==> config.mk <==
export PLATFORM = sky130hd
export DESIGN_NAME = operand_select_pipe_flat
export DESIGN_NICKNAME = d
export VERILOG_FILES = /design/src/rtl/op_sel_pkg.sv /design/src/rtl/operand_select_pipe_if.sv /design/src/rtl/op_skid_buffer.sv /design/src/rtl/operand_select_pipe.sv /design/src/flat_wrapper.sv
export SDC_FILE = /design/constraint.sdc
export NUM_CORES = 1
export LEC_CHECK = 0
export BUFFER_PORTS_ARGS = -buffer_cell sky130_fd_sc_hd__buf_2
export CAP_MARGIN = 25
export CORE_ASPECT_RATIO = 1.1
export CORE_MARGIN = 2
export CORE_UTILIZATION = 35
export CTS_CLUSTER_DIAMETER = 80
export CTS_CLUSTER_SIZE = 12
export DETAILED_ROUTE_END_ITERATION = 12
export GPL_ROUTABILITY_DRIVEN = 0
export PLACE_DENSITY = 0.54
export SKIP_LAST_GASP = 1
export SLEW_MARGIN = 10
export SYNTH_ARGS = -nofsm -noshare
export SYNTH_HDL_FRONTEND = slang
export SYNTH_HIERARCHICAL = 1
export SYNTH_SLANG_ARGS = --single-unit
export TNS_END_PERCENT = 50
==> constraint.sdc <==
create_clock -name clock -period 1.9 [get_ports clock]
set_clock_uncertainty 0.15 [all_clocks]
set_input_delay 0.19 -clock clock [delete_from_list [all_inputs] [get_ports clock]]
set_output_delay 0.19 -clock clock [all_outputs]
set_load 0.02 [all_outputs]
==> src/rtl/op_sel_pkg.sv <==
// Shared constants and helpers for the operand selector pipeline.
// Provides operand extension and the width sanity check used at elaboration.
package op_sel_pkg;

  localparam logic EXT_ZERO = 1'b0;
  localparam logic EXT_SIGN = 1'b1;

  // Widest operand the extension helper can produce.
  localparam int unsigned EXT_MAX_W = 64;

  function automatic logic width_ok(int unsigned in_w, int unsigned out_w);
    return (in_w > 0) && (out_w >= in_w) && (out_w <= EXT_MAX_W);
  endfunction

  // Extends the low in_w bits of value to EXT_MAX_W bits; callers truncate to their width.
  function automatic logic [63:0] ext_operand(logic [63:0] value, logic [6:0] in_w, logic sext);
    logic [63:0] mask;
    logic        fill;
    mask = ~(64'hFFFF_FFFF_FFFF_FFFF << in_w);
    fill = (sext == EXT_SIGN) & value[6'(in_w - 7'd1)];
    return (value & mask) | ({64{fill}} & ~mask);
  endfunction

endpackage

==> src/rtl/operand_select_pipe_if.sv <==
// Handshake bus of the operand selector: upstream request side and downstream result side.
interface operand_select_pipe_if #(
  parameter int unsigned NUM_IN = 4,
  parameter int unsigned IN_W   = 5,
  parameter int unsigned OUT_W  = 16
);
  localparam int unsigned SEL_W = $clog2(NUM_IN);

  logic                     in_valid;
  logic                     in_ready;
  logic [NUM_IN*IN_W-1:0]   in_data;
  logic [SEL_W-1:0]         in_sel;
  logic                     in_sext;
  logic                     out_valid;
  logic                     out_ready;
  logic [OUT_W-1:0]         out_data;
  logic [SEL_W-1:0]         out_chan;

  modport master (
    output in_valid, in_data, in_sel, in_sext, out_ready,
    input  in_ready, out_valid, out_data, out_chan
  );

  modport slave (
    input  in_valid, in_data, in_sel, in_sext, out_ready,
    output in_ready, out_valid, out_data, out_chan
  );

endinterface

==> src/rtl/op_skid_buffer.sv <==
// Two-entry in-order valid/ready buffer (head + skid); outputs come straight from the head register.
module op_skid_buffer #(
  parameter int unsigned WIDTH = 8
) (
  input  logic             clock,
  input  logic             reset_n,
  input  logic             in_valid,
  output logic             in_ready,
  input  logic [WIDTH-1:0] in_data,
  output logic             out_valid,
  input  logic             out_ready,
  output logic [WIDTH-1:0] out_data
);

  logic [WIDTH-1:0] head_q, head_d;
  logic [WIDTH-1:0] skid_q, skid_d;
  logic [1:0]       count_q, count_d;
  logic             push, pop;

  // in_ready depends only on registered occupancy, never on out_ready.
  assign in_ready  = reset_n & (count_q != 2'd2);
  assign out_valid = (count_q != 2'd0);
  assign out_data  = head_q;

  assign push = in_valid & in_ready;
  assign pop  = out_valid & out_ready;

  always_comb begin
    head_d  = head_q;
    skid_d  = skid_q;
    count_d = count_q;
    case (count_q)
      2'd0: begin
        if (push) begin
          head_d  = in_data;
          count_d = 2'd1;
        end
      end
      2'd1: begin
        if (push && pop) begin
          head_d = in_data;
        end else if (push) begin
          skid_d  = in_data;
          count_d = 2'd2;
        end else if (pop) begin
          count_d = 2'd0;
        end
      end
      2'd2: begin
        if (pop) begin
          head_d  = skid_q;
          count_d = 2'd1;
        end
      end
      default: count_d = 2'd0;
    endcase
  end

  always_ff @(posedge clock or negedge reset_n) begin
    if (!reset_n) begin
      head_q  <= '0;
      skid_q  <= '0;
      count_q <= 2'd0;
    end else begin
      head_q  <= head_d;
      skid_q  <= skid_d;
      count_q <= count_d;
    end
  end

endmodule

==> src/rtl/operand_select_pipe.sv <==
// N-to-1 operand selector with zero/sign extension, a 2-entry output buffer,
// a sticky out-of-range select flag and a wrapping accepted-transfer counter.
module operand_select_pipe
  import op_sel_pkg::*;
#(
  parameter int unsigned NUM_IN = 4,
  parameter int unsigned IN_W   = 5,
  parameter int unsigned OUT_W  = 16,
  parameter int unsigned CNT_W  = 16
) (
  input  logic                 clock,
  input  logic                 reset_n,
  operand_select_pipe_if.slave bus,
  output logic                 sel_err,
  input  logic                 err_clr,
  output logic [CNT_W-1:0]     xfer_count
);

  localparam int unsigned SEL_W = $clog2(NUM_IN);
  localparam int unsigned PAY_W = OUT_W + SEL_W;

  if (!width_ok(IN_W, OUT_W)) begin : g_width_check
    $error("operand_select_pipe: OUT_W must be >= IN_W and <= 64");
  end

  logic [IN_W-1:0]  chan_val;
  logic [OUT_W-1:0] op_data;
  logic             sel_ok;
  logic             push;
  logic [PAY_W-1:0] buf_out;

  assign sel_ok = (32'(bus.in_sel) < NUM_IN);

  always_comb begin
    chan_val = '0;
    for (int k = 0; k < NUM_IN; k++) begin
      if (bus.in_sel == SEL_W'(k)) chan_val = bus.in_data[k*IN_W +: IN_W];
    end
  end

  // Out-of-range selects still flow through, carrying a zero operand.
  assign op_data = sel_ok ? OUT_W'(ext_operand(64'(chan_val), 7'(IN_W), bus.in_sext)) : '0;

  assign push = bus.in_valid & bus.in_ready;

  op_skid_buffer #(
    .WIDTH (PAY_W)
  ) u_buf (
    .clock     (clock),
    .reset_n   (reset_n),
    .in_valid  (bus.in_valid),
    .in_ready  (bus.in_ready),
    .in_data   ({op_data, bus.in_sel}),
    .out_valid (bus.out_valid),
    .out_ready (bus.out_ready),
    .out_data  (buf_out)
  );

  assign bus.out_data = buf_out[PAY_W-1:SEL_W];
  assign bus.out_chan = buf_out[SEL_W-1:0];

  // A new error on the same edge as err_clr keeps the flag set.
  always_ff @(posedge clock or negedge reset_n) begin
    if (!reset_n) begin
      sel_err    <= 1'b0;
      xfer_count <= '0;
    end else begin
      if (push && !sel_ok) begin
        sel_err <= 1'b1;
      end else if (err_clr) begin
        sel_err <= 1'b0;
      end
      if (push) xfer_count <= xfer_count + CNT_W'(1);
    end
  end

endmodule

==> src/flat_wrapper.sv <==
// flat-port wrapper written by rule: the top's interface ports become plain ports
module operand_select_pipe_flat import op_sel_pkg::*;
#(
  parameter int unsigned NUM_IN = 4,
  parameter int unsigned IN_W   = 5,
  parameter int unsigned OUT_W  = 16,
  parameter int unsigned CNT_W  = 16
)
  (clock, reset_n, sel_err, err_clr, xfer_count, bus_in_valid, bus_in_data, bus_in_sel, bus_in_sext, bus_out_ready, bus_in_ready, bus_out_valid, bus_out_data, bus_out_chan);
  operand_select_pipe_if #(.NUM_IN(NUM_IN), .IN_W(IN_W), .OUT_W(OUT_W)) bus_i ();
  input  logic clock;
  input  logic reset_n;
  output logic sel_err;
  input  logic err_clr;
  output logic [CNT_W-1:0] xfer_count;
  input wire logic [$bits(bus_i.in_valid)-1:0] bus_in_valid;
  input wire logic [$bits(bus_i.in_data)-1:0] bus_in_data;
  input wire logic [$bits(bus_i.in_sel)-1:0] bus_in_sel;
  input wire logic [$bits(bus_i.in_sext)-1:0] bus_in_sext;
  input wire logic [$bits(bus_i.out_ready)-1:0] bus_out_ready;
  output wire logic [$bits(bus_i.in_ready)-1:0] bus_in_ready;
  output wire logic [$bits(bus_i.out_valid)-1:0] bus_out_valid;
  output wire logic [$bits(bus_i.out_data)-1:0] bus_out_data;
  output wire logic [$bits(bus_i.out_chan)-1:0] bus_out_chan;
  assign bus_i.in_valid = bus_in_valid;
  assign bus_i.in_data = bus_in_data;
  assign bus_i.in_sel = bus_in_sel;
  assign bus_i.in_sext = bus_in_sext;
  assign bus_i.out_ready = bus_out_ready;
  assign bus_in_ready = bus_i.in_ready;
  assign bus_out_valid = bus_i.out_valid;
  assign bus_out_data = bus_i.out_data;
  assign bus_out_chan = bus_i.out_chan;
  operand_select_pipe #(.NUM_IN(NUM_IN), .IN_W(IN_W), .OUT_W(OUT_W), .CNT_W(CNT_W)) u_core (.clock(clock), .reset_n(reset_n), .bus(bus_i), .sel_err(sel_err), .err_clr(err_clr), .xfer_count(xfer_count));
endmodule
After elaboration in Yosys (flattened, before gate mapping)
Cells that the tools add are included.

operators by class
  add/sub/neg operators = 1
  equality and inequality tests = 11
  mux-type cells = 14
  bitwise gates (word level) = 6
  reduce and logical (&&, ||, !) cells = 8

operators by type and width
  kind                   count
  $mux 18                3
  $pmux 18 s3            1
  $mux 5                 4
  $add 16x1->16 const B  1
  $or 5x16->16           1
  $mux 2                 5
  $ne 2x2->1 const B     5
  $reduce_and 4->1       2
  $eq 2x2->1 const B     3
  $pmux 2 s3             1
  $and 1x1->1            4
  $eq 2x1->1 const B     2
  $logic_not 2->1        2
  $ne 3x3->1 const B     1
  $reduce_and 3->1       1
  $reduce_bool 3->1      1
  $reduce_bool 2->1      1
  $logic_and 1x1->1      1
  $not 1->1              1

word-level totals
  bits in registers = 54
  output and inout port bits = 37

Longest topological paths before layout
  depth after elaboration = 9
  mapped depth = 7
  mapped depth without buffers = 7

By module
The synthesis kept the hierarchy.

by module, submodules not included
  module               times used  cells an instance  area an instance (um^2)  sequential area each (um^2)
  op_skid_buffer       1           114                1640.3                   950.9
  operand_select_pipe  1           70                 884.6                    400.4

Least setup slack after synthesis
OpenSTA, ideal clock, no wires.

  kind = in2reg
  from = input port bus_in_sel[0]
  to = register u_core.u_buf.head_q[10], in the netlist u_core/u_buf/out_data[10]
  arrival = 1.677 ns
  setup slack = -0.046 ns
  stages = 5
  path buffers = 1
  cells stage by stage = buf_2 -> mux4_2 -> and2_1 -> o32a_1 -> o21a_1

between the ends
  cells in the longest elaborated chain, start to end = 9
  elaborated cells on any way between the ends = 13

ends and longest elaborated chain
  item                        line                                        source
  start, declared             flat_wrapper.sv:18                          input wire logic [$bits(bus_i.in_sel)-1:0] bus_in_sel;
  $logic_not 2->1             operand_select_pipe.sv:37                   if (bus.in_sel == SEL_W'(k)) chan_val = bus.in_data[k*IN_W +: IN_W];
  $mux 5 (3 in a row)         operand_select_pipe.sv:37
  $mux 5 *                    operand_select_pipe.sv:37
  via u_core.chan_val[4]      operand_select_pipe.sv:26                   logic [IN_W-1:0] chan_val;
  $and 1x1->1 *               op_sel_pkg.sv:20                            fill = (sext == EXT_SIGN) & value[6'(in_w - 7'd1)];
  $or 5x16->16 *              op_sel_pkg.sv:21                            return (value & mask) | ({64{fill}} & ~mask);
  $mux 18 (on tied branches)  op_skid_buffer.sv:40, op_skid_buffer.sv:34
  $pmux 18 s3 *               op_skid_buffer.sv:32                        case (count_q)
  end signal, assigned        op_skid_buffer.sv:61                        head_q <= '0;
  end signal, assigned        op_skid_buffer.sv:65                        head_q <= head_d;
  end, declared               op_skid_buffer.sv:15                        logic [WIDTH-1:0] head_q, head_d;

Mark *: on every way through the listed nets, which the timed path passes. The rest lies on a longest branch. The select of a mux whose other input is x is not followed.
A chain may end at the register's enable or synchronous reset.

Final worst setup path
  from = input port reset_n
  to = register u_core.u_buf.skid_q[8]

between the ends
  cells in the longest elaborated chain, start to end = 5

ends and longest elaborated chain
  item                          line                  source
  start, declared               flat_wrapper.sv:12    input logic reset_n;
  $and 1x1->1 *                 op_skid_buffer.sv:21  assign in_ready = reset_n & (count_q != 2'd2);
  $and 1x1->1 *                 op_skid_buffer.sv:25  assign push = in_valid & in_ready;
  $logic_and 1x1->1             op_skid_buffer.sv:40  if (push && pop) begin
  $not 1->1 (no line)           --
  $reduce_and 3->1 (no line) *  --
  end signal, assigned          op_skid_buffer.sv:66  skid_q <= skid_d;
  end, declared                 op_skid_buffer.sv:16  logic [WIDTH-1:0] skid_q, skid_d;

Mark *: on every way between the ends. The rest lies on a longest branch, timed or not.

==> results.cfg <==
[drt]
dr.pass1.iters = 4
initialDrtViolationCount = 54
ant_nets = 0
route.vias.total = 1802
wl_per_cell_microns = 14.7
via_per_inst = 5.21
totalWireLength_microns = 5090
drc = 0

[floorplan]
die_area_sq_um = 7910
die_h_microns = 93.1
start_util_pct = 36.0
core-area_sq_um = 7010
die_w_microns = 85.0
rows = 32
ioPinCount = 65

[setup_path]
critPathKind = primary input to register
worst-path-buf-inv = 3
worstPathRequired_ns = 1.95
slowest_stage = dlygate4sd3_1
r2r_slack_ns = 0.13
arrival_ns = 1.85
crit_chain = dlygate4sd3_1 > buf_2 > nand3b_4 > nor3_4 > buf_12 > mux2_2
start_kind = primary input
crit_start = reset_n
cp-end-kind = register
reg2reg_to = u_core/u_buf/skid_q[8]$_DFFE_PN0P_
cpPeakStageDelay_ns = 0.53
path_max_fanout = 18
cp_top_family = buffers and inverters
regToRegStartpoint = u_core/u_buf/count_q[1]$_DFFE_PN0P_
r2r_cells = 4

[timing]
slew_violations = 0
hold_viol = 0
setup_ws_ns = 0.0980
maxClockFrequency_mhz = 555
final.min_clock_period_ns = 1.80
rsz0062_at_grt = no
fin_crit_sh_pct = 94.8
setup_viol = 0

[synth]
synth_mux_area_share_pct = 13.3
synth_area_sq_um = 2520
ys_ff_latch = 54
synthSimpleGateAreaFrac_pct = 10.7
synth_compound_area_share_pct = 13.9
syn_area_per_cell_sq_um = 13.7
syn_nets = 213
synth-xor-area-share_pct = 5.20
syn_inst = 184
synth_warnings = 6
synth_fa_ha_area_share_pct = 0.496
ys_seq_area_share_pct = 53.5
yosysUniqueCellTypes = 36
synth_top_family_by_area = compound AO/OA/AOI/OAI gates

[clock_tree]
cts_tree = built
clkLatencyLatePin_ns = 0.31
clkSinkCount = 54
htreeDepth = 2
clk_pin_slew_ns = 0.09
cts-resized-gates = 0
clockBufferDepth = 2
numCtsBuffers = 5
cts_root_buf = clkbuf_8

[hold_path]
min-delay-start = bus_in_valid
min_to = u_core/xfer_count[6]$_DFFE_PN0P_
holdPathStages = 3
hold_path.class = primary input to register

[pwr]
p_per_area_nw_per_um2 = 1050
switching_share_pct = 33.3
seq_power_share_pct = 50.3
irDropWorstVdd_mv = 0.574
p_int_w = 0.00218
p_total_w = 0.00328
power_switching_w = 0.00109
p_leak_nw = 1.45
clkPwrFrac_pct = 19.8
comb_power_share_pct = 30.0

[finish]
nFillCells = 683
regArea_sq_um = 1350
antenna_cells = 0
final_nets = 289
syn2layout_area_growth_pct = 23.6
drive_gt1_share_pct = 46.7
finalInstanceArea_sq_um = 3120
multi_input_area_sq_um = 1100

[grt]
use_met2_pct = 22.5
met1_usage_pct = 18.5
overflow = 0
antenna_found_initial = 0
top_usage_layer = met2
grt_max_degree = 35
grt_pass1_vias = 1783
gr-usage-met3_pct = 3.35
grt.total_usage_pct = 14.0
grt_pass1_wl_microns = 8830

[placed_design]
dpl_worst_slack_ns = -0.00405
place_area_sq_um = 2990
dp_hpwl_microns = 3630
port_buffers = 62

[outcome]
status = completed

[flow_run]
maxCapViolations = 0
## tightest hold or removal path, stage by stage
cell and delay [ns]:
buf_2 0.15, nand4_1 0.12, xnor2_1 0.06
## synth_stat cells (all sizes together)
cell type  count  share of area, %
o32a          18               7.1
o21a          18               5.4
clkbuf         3              0.45
nor2b          1              0.25
nand3          5               1.7
mux2i          1              0.40
xnor2          8               2.8
xor2           7               2.4
nand3b         2               1.2
buf            7               2.2
conb           1              0.15
ha             1              0.50
nand2          8               1.3
inv            1              0.15
a21boi         1              0.30
mux4           5               4.5
nor2           4              0.59
nand2b         1              0.25
and2           3              0.74
mux2          19               8.5
a21oi          1              0.20
or2            2              0.50
o22ai          1              0.25
nand4          4               1.2
nor3           4               1.8
dfrtp         54                54
o21ai          1              0.64
and4           3               1.0
## worst max path at each step
stage                                       endpoint  slack [ns]  cells after the start
2_1_floorplan  u_core/u_buf/out_data[10]$_DFFE_PN0P_       0.003                      5
4_1_cts           u_core/u_buf/skid_q[8]$_DFFE_PN0P_        0.08                      6
6_report          u_core/u_buf/skid_q[8]$_DFFE_PN0P_         0.1                      6
3_5_place_dp    u_core/u_buf/out_data[7]$_DFFE_PN0P_      -0.004                      5
5_1_grt           u_core/u_buf/skid_q[9]$_DFFE_PN0P_        0.02                      6
3_3_place_gp    u_core/u_buf/out_data[7]$_DFFE_PN0P_       0.008                      5
## layout by cell type, fill, tap and decap left out, types with 2 or more instances in the layout
master,synthesis,layout
buf_2,2,62
dfrtp_1,54,54
mux2_2,19,19
o32a_1,18,18
o21a_1,18,18
buf_4,3,13
xnor2_1,8,8
xor2_1,7,7
nand2_1,7,7
clkbuf_8,0,5
mux4_2,5,5
nor2_1,4,4
and4_1,3,3
nand3_1,3,3
nor3_2,3,3
nand4_1,3,3
dlygate4sd3_1,0,2
and2_1,3,2
or2_2,2,2
buf_12,0,2
## power groups by stage
stage,logic [W],registers [W],clock network (W)
after floorplan,0.000451,0.00185,0
after global placement,0.000970,0.00166,0
after detailed placement,0.000987,0.00167,0
after CTS,0.000993,0.00165,0.000667
after global routing,0.00107,0.00170,0.000720
final,0.000983,0.00165,0.000647
## final cells by class
cell class,instances,share of cell area [%]
Clock inverter,2,0.441
Sequential cell,54,43.3
Inverter,1,0.120
Timing Repair Buffer,79,15.0
Clock buffer,6,2.33
Multi-Input combinational cell,119,35.4
Tap cell,85,3.41
## per-layer routing
layer | part of all wire [%] | vias up
met5 | 0 | -
met4 | 1.4 | 0
met3 | 5.8 | 7
met2 | 45 | 58
met1 | 48 | 899
li1 | - | 838
## per-stage QoR
| stage | util (%) | setup TNS, ns | hold slack (ns) | instances |
|---|---|---|---|---|
| floorplan | - | 0 | -0.256 | 184 |
| global placement | 42.7 | 0 | 0.126 | 335 |
| detailed placement | 42.7 | -0.00405 | 0.125 | 335 |
| CTS | 44.3 | 0 | 0.0975 | 345 |
| global route | 44.5 | 0 | 0.119 | 346 |
| finish | 44.5 | 0 | 0.0920 | 346 |
## timing repair
action                                  CTS  global route
hold buffers                              2             0
hold endpoints to repair                 55             0
endpoints found under the setup margin    0            18
setup buffers                             0             1
## flip-flops by register name, summed over array words and instances (netlist names)
register and count:
u_core/xfer_count 16, u_core/u_buf/out_data 18, u_core/u_buf/skid_q 18, u_core/u_buf/count_q 2
## logic make-up after synthesis
family | Yosys count
DFF | 54
AOI/OAI and AO/OA | 40
and+or+nand+nor | 37
muxes | 25
xor gates and xnor gates | 15
buffers and inverters | 11
adders and majority gates | 1
other | 1
Note: power is estimated with default switching activity, not from simulation.
